[src/rtl/gpu_cmd_pkg.sv]
`default_nettype none
// ============================================================================
// Module   : gpu_cmd_pkg
// Purpose  : Shared opcode constants, payload-length helper and fetch FSM
//            state encoding for the geometry command-stream front end.
// Revision : 1.0 - initial release
// ============================================================================
package gpu_cmd_pkg;

  localparam logic [7:0] OP_END         = 8'h00;
  localparam logic [7:0] OP_MATRIX_MODE = 8'h10;
  localparam logic [7:0] OP_VERTEX      = 8'h11;
  localparam logic [7:0] OP_LOAD_MATRIX = 8'h13;

  typedef enum logic [2:0] {
    ST_IDLE  = 3'd0,
    ST_HDR   = 3'd1,
    ST_EMIT  = 3'd2,
    ST_DONE  = 3'd3,
    ST_ERROR = 3'd4
  } state_e;

  // Payload length in 32-bit words that follows a header of the given opcode.
  function automatic logic [4:0] payload_len(input logic [7:0] op);
    logic [4:0] len;
    case (op)
      OP_VERTEX:      len = 5'd4;
      OP_LOAD_MATRIX: len = 5'd16;
      default:        len = 5'd0;
    endcase
    return len;
  endfunction

endpackage
`default_nettype wire

[src/rtl/cmd_hdr_decode.sv]
`default_nettype none
// ============================================================================
// Module   : cmd_hdr_decode
// Purpose  : Combinational command-header decoder: legality, END detection,
//            payload length, beat count, argument byte and column-major flag.
// Revision : 1.0 - initial release
// ============================================================================
module cmd_hdr_decode
  import gpu_cmd_pkg::*;
(
  input  logic [31:0] hdr_i,
  output logic        legal_o,
  output logic        is_end_o,
  output logic [4:0]  len_o,
  output logic [2:0]  beats_o,
  output logic [7:0]  arg_o,
  output logic        flag_o
);

  logic [7:0] w_op;
  logic [4:0] w_len;
  logic       w_unused_hdr;

  assign w_op  = hdr_i[7:0];
  assign w_len = payload_len(w_op);

  // Header bits 30:16 carry no meaning for the current opcode set.
  assign w_unused_hdr = ^hdr_i[30:16];

  // Classify the opcode and derive the number of quad beats (at least one).
  always_comb begin
    legal_o  = 1'b0;
    is_end_o = 1'b0;
    case (w_op)
      OP_END:         is_end_o = 1'b1;
      OP_MATRIX_MODE,
      OP_VERTEX,
      OP_LOAD_MATRIX: legal_o  = 1'b1;
      default:        legal_o  = 1'b0;
    endcase
    len_o   = w_len;
    beats_o = (w_len[4:2] == 3'd0) ? 3'd1 : w_len[4:2];
    arg_o   = hdr_i[15:8];
    flag_o  = hdr_i[31];
  end

endmodule
`default_nettype wire

[src/rtl/cmd_stream_fetch.sv]
`default_nettype none
// ============================================================================
// Module   : cmd_stream_fetch
// Purpose  : Walks the command stream in BRAM, decodes headers, fetches
//            payload as 4-word quads and presents each command as a series
//            of valid/ready beats to the matrix/vertex unit.
// Options  : CMD_STREAM_FETCH_PERF_EN adds perf_cmds / perf_stall counters.
// Revision : 1.0 - initial release
// ============================================================================
module cmd_stream_fetch
  import gpu_cmd_pkg::*;
#(
  parameter int ADDR_W      = 32,
  parameter int LIMIT_WORDS = 64
) (
  input  logic              clk,
  input  logic              rst,
  input  logic              start,
  input  logic [ADDR_W-1:0] base_addr,
  output logic [ADDR_W-1:0] cmd_addr,
  output logic [ADDR_W-1:0] data_addr,
  input  logic [31:0]       cmd_word,
  input  logic [31:0]       data0,
  input  logic [31:0]       data1,
  input  logic [31:0]       data2,
  input  logic [31:0]       data3,
  output logic              op_valid,
  input  logic              op_ready,
  output logic [7:0]        op_code,
  output logic [7:0]        op_arg,
  output logic              op_flag,
  output logic [127:0]      op_data,
  output logic              op_first,
  output logic              op_last,
  output logic              busy,
  output logic              done,
  output logic              error
`ifdef CMD_STREAM_FETCH_PERF_EN
  ,
  output logic [15:0]       perf_cmds,
  output logic [15:0]       perf_stall
`endif
);

  localparam logic [ADDR_W-3:0] LIMIT_IDX = (ADDR_W-2)'(LIMIT_WORDS);
  localparam logic [ADDR_W-1:0] WORD_B    = ADDR_W'(4);
  localparam logic [ADDR_W-1:0] QUAD_B    = ADDR_W'(16);
  localparam logic [ADDR_W-1:0] ALIGN_M   = ~ADDR_W'(3);

  state_e            state_q;
  logic [ADDR_W-1:0] ptr_q;
  logic [ADDR_W-1:0] daddr_q;
  logic [2:0]        beat_q;
  logic [2:0]        nbeats_q;
  logic [4:0]        len_q;
  logic [7:0]        code_q;
  logic [7:0]        arg_q;
  logic              flag_q;
  logic              done_q;
  logic              error_q;

  logic              dec_legal;
  logic              dec_is_end;
  logic [4:0]        dec_len;
  logic [2:0]        dec_beats;
  logic [7:0]        dec_arg;
  logic              dec_flag;

  logic [ADDR_W:0]   w_end_d;
  logic [ADDR_W-1:0] w_ptr_d;
  logic              w_hdr_over;
  logic              w_pay_over;
  logic              w_start_ok;
  logic              w_emit;
  logic              w_fire;
  logic              w_last;

  cmd_hdr_decode u_dec (
    .hdr_i    (cmd_word),
    .legal_o  (dec_legal),
    .is_end_o (dec_is_end),
    .len_o    (dec_len),
    .beats_o  (dec_beats),
    .arg_o    (dec_arg),
    .flag_o   (dec_flag)
  );

  // Bounds checks on the header and on the last payload word, with the
  // carry bit kept so that address wrap-around counts as an overrun.
  assign w_end_d    = {1'b0, ptr_q} + {{(ADDR_W-6){1'b0}}, dec_len, 2'b00};
  assign w_hdr_over = (ptr_q[ADDR_W-1:2] >= LIMIT_IDX);
  assign w_pay_over = w_end_d[ADDR_W] || (w_end_d[ADDR_W-1:2] >= LIMIT_IDX);
  assign w_ptr_d    = ptr_q + WORD_B + {{(ADDR_W-7){1'b0}}, len_q, 2'b00};

  assign w_start_ok = start && ((state_q == ST_IDLE) || (state_q == ST_DONE) ||
                                (state_q == ST_ERROR));
  assign w_emit     = (state_q == ST_EMIT);
  assign w_fire     = w_emit && op_ready;
  assign w_last     = (beat_q == (nbeats_q - 3'd1));

  assign cmd_addr  = ptr_q;
  assign data_addr = daddr_q;
  assign op_valid  = w_emit;
  assign op_code   = w_emit ? code_q : 8'h00;
  assign op_arg    = w_emit ? arg_q  : 8'h00;
  assign op_flag   = w_emit && flag_q;
  assign op_first  = w_emit && (beat_q == 3'd0);
  assign op_last   = w_emit && w_last;
  assign op_data   = (w_emit && (code_q != OP_MATRIX_MODE)) ?
                     {data3, data2, data1, data0} : 128'd0;
  assign busy      = (state_q == ST_HDR) || w_emit;
  assign done      = done_q;
  assign error     = error_q;

  // Fetch FSM: header decode, bounds check, beat sequencing and pointer walk.
  always_ff @(posedge clk or posedge rst) begin
    if (rst) begin
      state_q  <= ST_IDLE;
      ptr_q    <= '0;
      daddr_q  <= '0;
      beat_q   <= 3'd0;
      nbeats_q <= 3'd0;
      len_q    <= 5'd0;
      code_q   <= 8'h00;
      arg_q    <= 8'h00;
      flag_q   <= 1'b0;
      done_q   <= 1'b0;
      error_q  <= 1'b0;
    end else begin
      case (state_q)
        ST_IDLE, ST_DONE, ST_ERROR: begin
          if (w_start_ok) begin
            ptr_q   <= base_addr & ALIGN_M;
            done_q  <= 1'b0;
            error_q <= 1'b0;
            state_q <= ST_HDR;
          end
        end
        ST_HDR: begin
          if (w_hdr_over) begin
            error_q <= 1'b1;
            state_q <= ST_ERROR;
          end else if (dec_is_end) begin
            done_q  <= 1'b1;
            state_q <= ST_DONE;
          end else if (!dec_legal || w_pay_over) begin
            error_q <= 1'b1;
            state_q <= ST_ERROR;
          end else begin
            code_q   <= cmd_word[7:0];
            arg_q    <= dec_arg;
            flag_q   <= dec_flag;
            len_q    <= dec_len;
            nbeats_q <= dec_beats;
            beat_q   <= 3'd0;
            daddr_q  <= ptr_q + WORD_B;
            state_q  <= ST_EMIT;
          end
        end
        ST_EMIT: begin
          if (w_fire) begin
            daddr_q <= daddr_q + QUAD_B;
            beat_q  <= beat_q + 3'd1;
            if (w_last) begin
              ptr_q   <= w_ptr_d;
              state_q <= ST_HDR;
            end
          end
        end
        default: state_q <= ST_IDLE;
      endcase
    end
  end

`ifdef CMD_STREAM_FETCH_PERF_EN
  logic [15:0] perf_cmds_q;
  logic [15:0] perf_stall_q;

  assign perf_cmds  = perf_cmds_q;
  assign perf_stall = perf_stall_q;

  // Saturating counters of completed commands and back-pressured beat cycles.
  always_ff @(posedge clk or posedge rst) begin
    if (rst) begin
      perf_cmds_q  <= 16'd0;
      perf_stall_q <= 16'd0;
    end else if (w_start_ok) begin
      perf_cmds_q  <= 16'd0;
      perf_stall_q <= 16'd0;
    end else begin
      if (w_fire && w_last && (perf_cmds_q != 16'hFFFF)) begin
        perf_cmds_q <= perf_cmds_q + 16'd1;
      end
      if (w_emit && !op_ready && (perf_stall_q != 16'hFFFF)) begin
        perf_stall_q <= perf_stall_q + 16'd1;
      end
    end
  end
`else
  // Performance counters are not built in this configuration.
`endif

endmodule
`default_nettype wire

[config.mk]
export PLATFORM = sky130hd
export DESIGN_NAME = cmd_stream_fetch
export DESIGN_NICKNAME = d
export VERILOG_FILES = /design/src/rtl/gpu_cmd_pkg.sv /design/src/rtl/cmd_hdr_decode.sv /design/src/rtl/cmd_stream_fetch.sv
export SDC_FILE = /design/constraint.sdc
export NUM_CORES = 1
export LEC_CHECK = 0
export ABC_AREA = 1
export CORE_AREA = 8 8 154 156
export CTS_CLUSTER_DIAMETER = 80
export DETAILED_ROUTE_END_ITERATION = 6
export DIE_AREA = 0 0 162 164
export PLACE_DENSITY = 0.84
export RECOVER_POWER = 100
export SLEW_MARGIN = 20
export SYNTH_ARGS = -nofsm -noshare
export SYNTH_HDL_FRONTEND = slang
export SYNTH_HIERARCHICAL = 1
export SYNTH_SLANG_ARGS = --single-unit
export TNS_END_PERCENT = 5
[constraint.sdc]
create_clock -name clk -period 5.9 [get_ports clk]
set_clock_uncertainty 0.2 [all_clocks]
set_input_delay 0.885 -clock clk [delete_from_list [all_inputs] [get_ports clk]]
set_output_delay 0.885 -clock clk [all_outputs]
set_load 0.01 [all_outputs]
==> metrics.txt <==
post-route setup slack around 0.91 ns; TNS Setup 0 ns; Hold EP arg_q[6]$_DFFE_PP0P_; Yosys top cell by area dfrtp_1; Worst Hold Depth 2; Detail Placement HPWL between 30000 and 40000 um; clock root buffer clkbuf_16; synth top area cells dfrtp_1 26%, nand2_1 16%, nor2_1 12%; H-tree depth 3; hold-fix buffers at CTS 0; setup violators final 0; Clk pin slew, worst setup/hold paths approximately 0.070 ns; die area between 0.02 and 0.03 mm^2; routability cong. 0.941; Post-synth top flop dfrtp_1; final core utilization 0.618; worst-skew pair later-pin latency 0.37 ns; Setup CP Type register to output pin; ys async rst share 1.00; Mean Syn Cell Area 5.98 um^2; Reg2Reg Setup Slack ~1.2 ns; R2R depth 10; total global routing overflow 0; Leakage slightly below 7 nW; failing checks capacitance limit, slew limit; Critical Path Fanout Max 77; FF+latch count, synth 94; CP Data Arrival Time between 3 and 4 ns; I/O pins about 410; initial core utilization 0.418; port bufs between 300 and 400; DIE WIDTH around 160 um; CTS tree yes; final-report hold violation count 0; reg2reg end cmd_addr[6]$_DFFE_PP0P_; maximum VDD drop ~0.23 mV; DP Cell Count 2107; final cycle utilization of the critical path 0.846; residual DRC count 0; wire per inst 18.6 um; post-synthesis cell count 1490; 1st-iter DRT viols between 1000 and 1500; antenna violations before repair 4; first-pass GRT wire length ~59000 um; vias in the first global route between 10000 and 15000; worst r2r src state_q[1]$_DFFE_PP0P_; core area 0.0214 mm^2; nets@finish 2052; Num CTS Buffers 9; CTS sink count 94; Critical Path Source Type register; P&R area growth vs syn 47.9%; Tightest Hold Check Type register to register; remaining antenna violation count 0; detail-routed via count per cell between 4 and 5; sequential fraction of the synthesis area 0.264; CTS Buffer Depth 2; top-count cell post-synth nand2_1; Post-synth EDFFs 0; GRT Util Overall 0.286; total iterations of the first detailed-routing run 6; Slew @ Worst Pin 2.19 ns; CTS-repair resized insts 0; Crit path required time roughly 4.8 ns; Placement Rows 54; min Tclk post-route around 5.0 ns; via count 10616; chip height around 160 um; Max Cap Violations 3; warnings from Yosys 6; Synth cell types 49; Pwr per Cell Area just over 300 mW/mm^2; layout cells sized above 1 0.0483; dpl ws ~1.7 ns; status finished, violations left; RSZ-0062 raised after global routing false; Yosys top cell area share 0.264; Layout Cells excl Fill between 2000 and 2500; max-slew violations 182; WL final ~39000 um; Setup Buffers After CTS 0; worst hold start arg_q[6]$_DFFE_PP0P_; largest net degree at the start of global routing 78; synth cell count leaders 374 x nand2_1, 279 x nor2_1, 278 x inv_1; mapped cell area slightly below 0.009 mm^2; CP endpoint kind output pin; Max-slew headroom -0.465; Peak Freq between 200 and 250 MHz
routing by layer:
layer	global-route usage	wire length (um)
met5	0	35
met1	0.339	15600
met4	0.0896	1090
met2	0.507	19600
met3	0.0647	3140
per-stage QoR:
step	total power [W]	hold WS [ns]	area (um^2)
5_1_grt	0.00438	0.314	13200
6_report	0.00410	0.289	13200
4_1_cts	0.00417	0.292	13200
3_5_place_dp	0.00355	0.273	12900
2_1_floorplan	0.00256	0.253	8930
3_3_place_gp	0.00350	0.265	12900
sequential cells by signal, indices dropped and copies added, names as in the netlist:
register,cells
beat_q,3
nbeats_q,3
data_addr,31
state_q,3
flag_q,1
cmd_addr,30
code_q,8
done,1
error,1
arg_q,8
len_q,5
placed cells by master, fill, tap and decap left out, drive strengths merged, types with 7 or more instances in the layout:
master and instances:
xnor2 16, clkbuf 15, xor2 25, nor4 7
dlygate4sd3 210, ha 16, nand2 397, a21oi 24
o21ai 81, nor3 16, dfrtp 94, nand4 24
clkdlybuf4s50 181, nor2 307, o21a 12, inv 285
nand3 91, o22ai 7
layout make-up:
class	count	area, um^2
inverters	281	1060
diodes	1	2.50
fillers	1977	8160
multi-input cells	1052	5160
clock inverters	7	75.1
well taps	280	350
repair buffers	400	3960
clock buffers	9	225
flip-flops and latches	94	2350
power breakdown:
part | internal (W) | switching (W)
sequential | 0.000846 | 0.000413
clock | 0.000302 | 0.000305
combinational | 0.000876 | 0.00136
total | 0.00202 | 0.00207
how the worst max path moves through the flow:
stage	from	to	slack [ns]
after floorplan	rst	arg_q[0]$_DFFE_PP0P_	2.37
after global placement	cmd_word[4]	data_addr[25]$_DFFE_PP0P_	1.78
after detailed placement	cmd_word[4]	data_addr[16]$_DFFE_PP0P_	1.73
after CTS	state_q[1]$_DFFE_PP0P_	op_data[52]	1.65
after global routing	state_q[1]$_DFFE_PP0P_	op_data[52]	0.76
final	state_q[1]$_DFFE_PP0P_	op_data[52]	0.91
kinds of logic (layout without fill, tap and decap cells):
logic type      count (synthesis)  after routing  synth area share
compound gates                140            140            0.0884
other cells                     2              7          0.000842
buf+inv                       348            697             0.160
fa+ha+maj                      18             18            0.0269
simple gates                  847            847             0.416
flops                          94             94             0.264
xor+xnor                       41             41            0.0441
worst max-delay path: stages, from the launching register on:
cell and delay (ns):
dfrtp_1 0.41, inv_1 0.06, nor2_1 0.16, inv_1 0.10, nor2_4 0.35, o21ai_4 0.10, buf_4 0.29, clkbuf_2 0.84
nor2_1 0.48, dlygate4sd3_1 0.67
No activity file was read; power rests on OpenSTA's default activity.
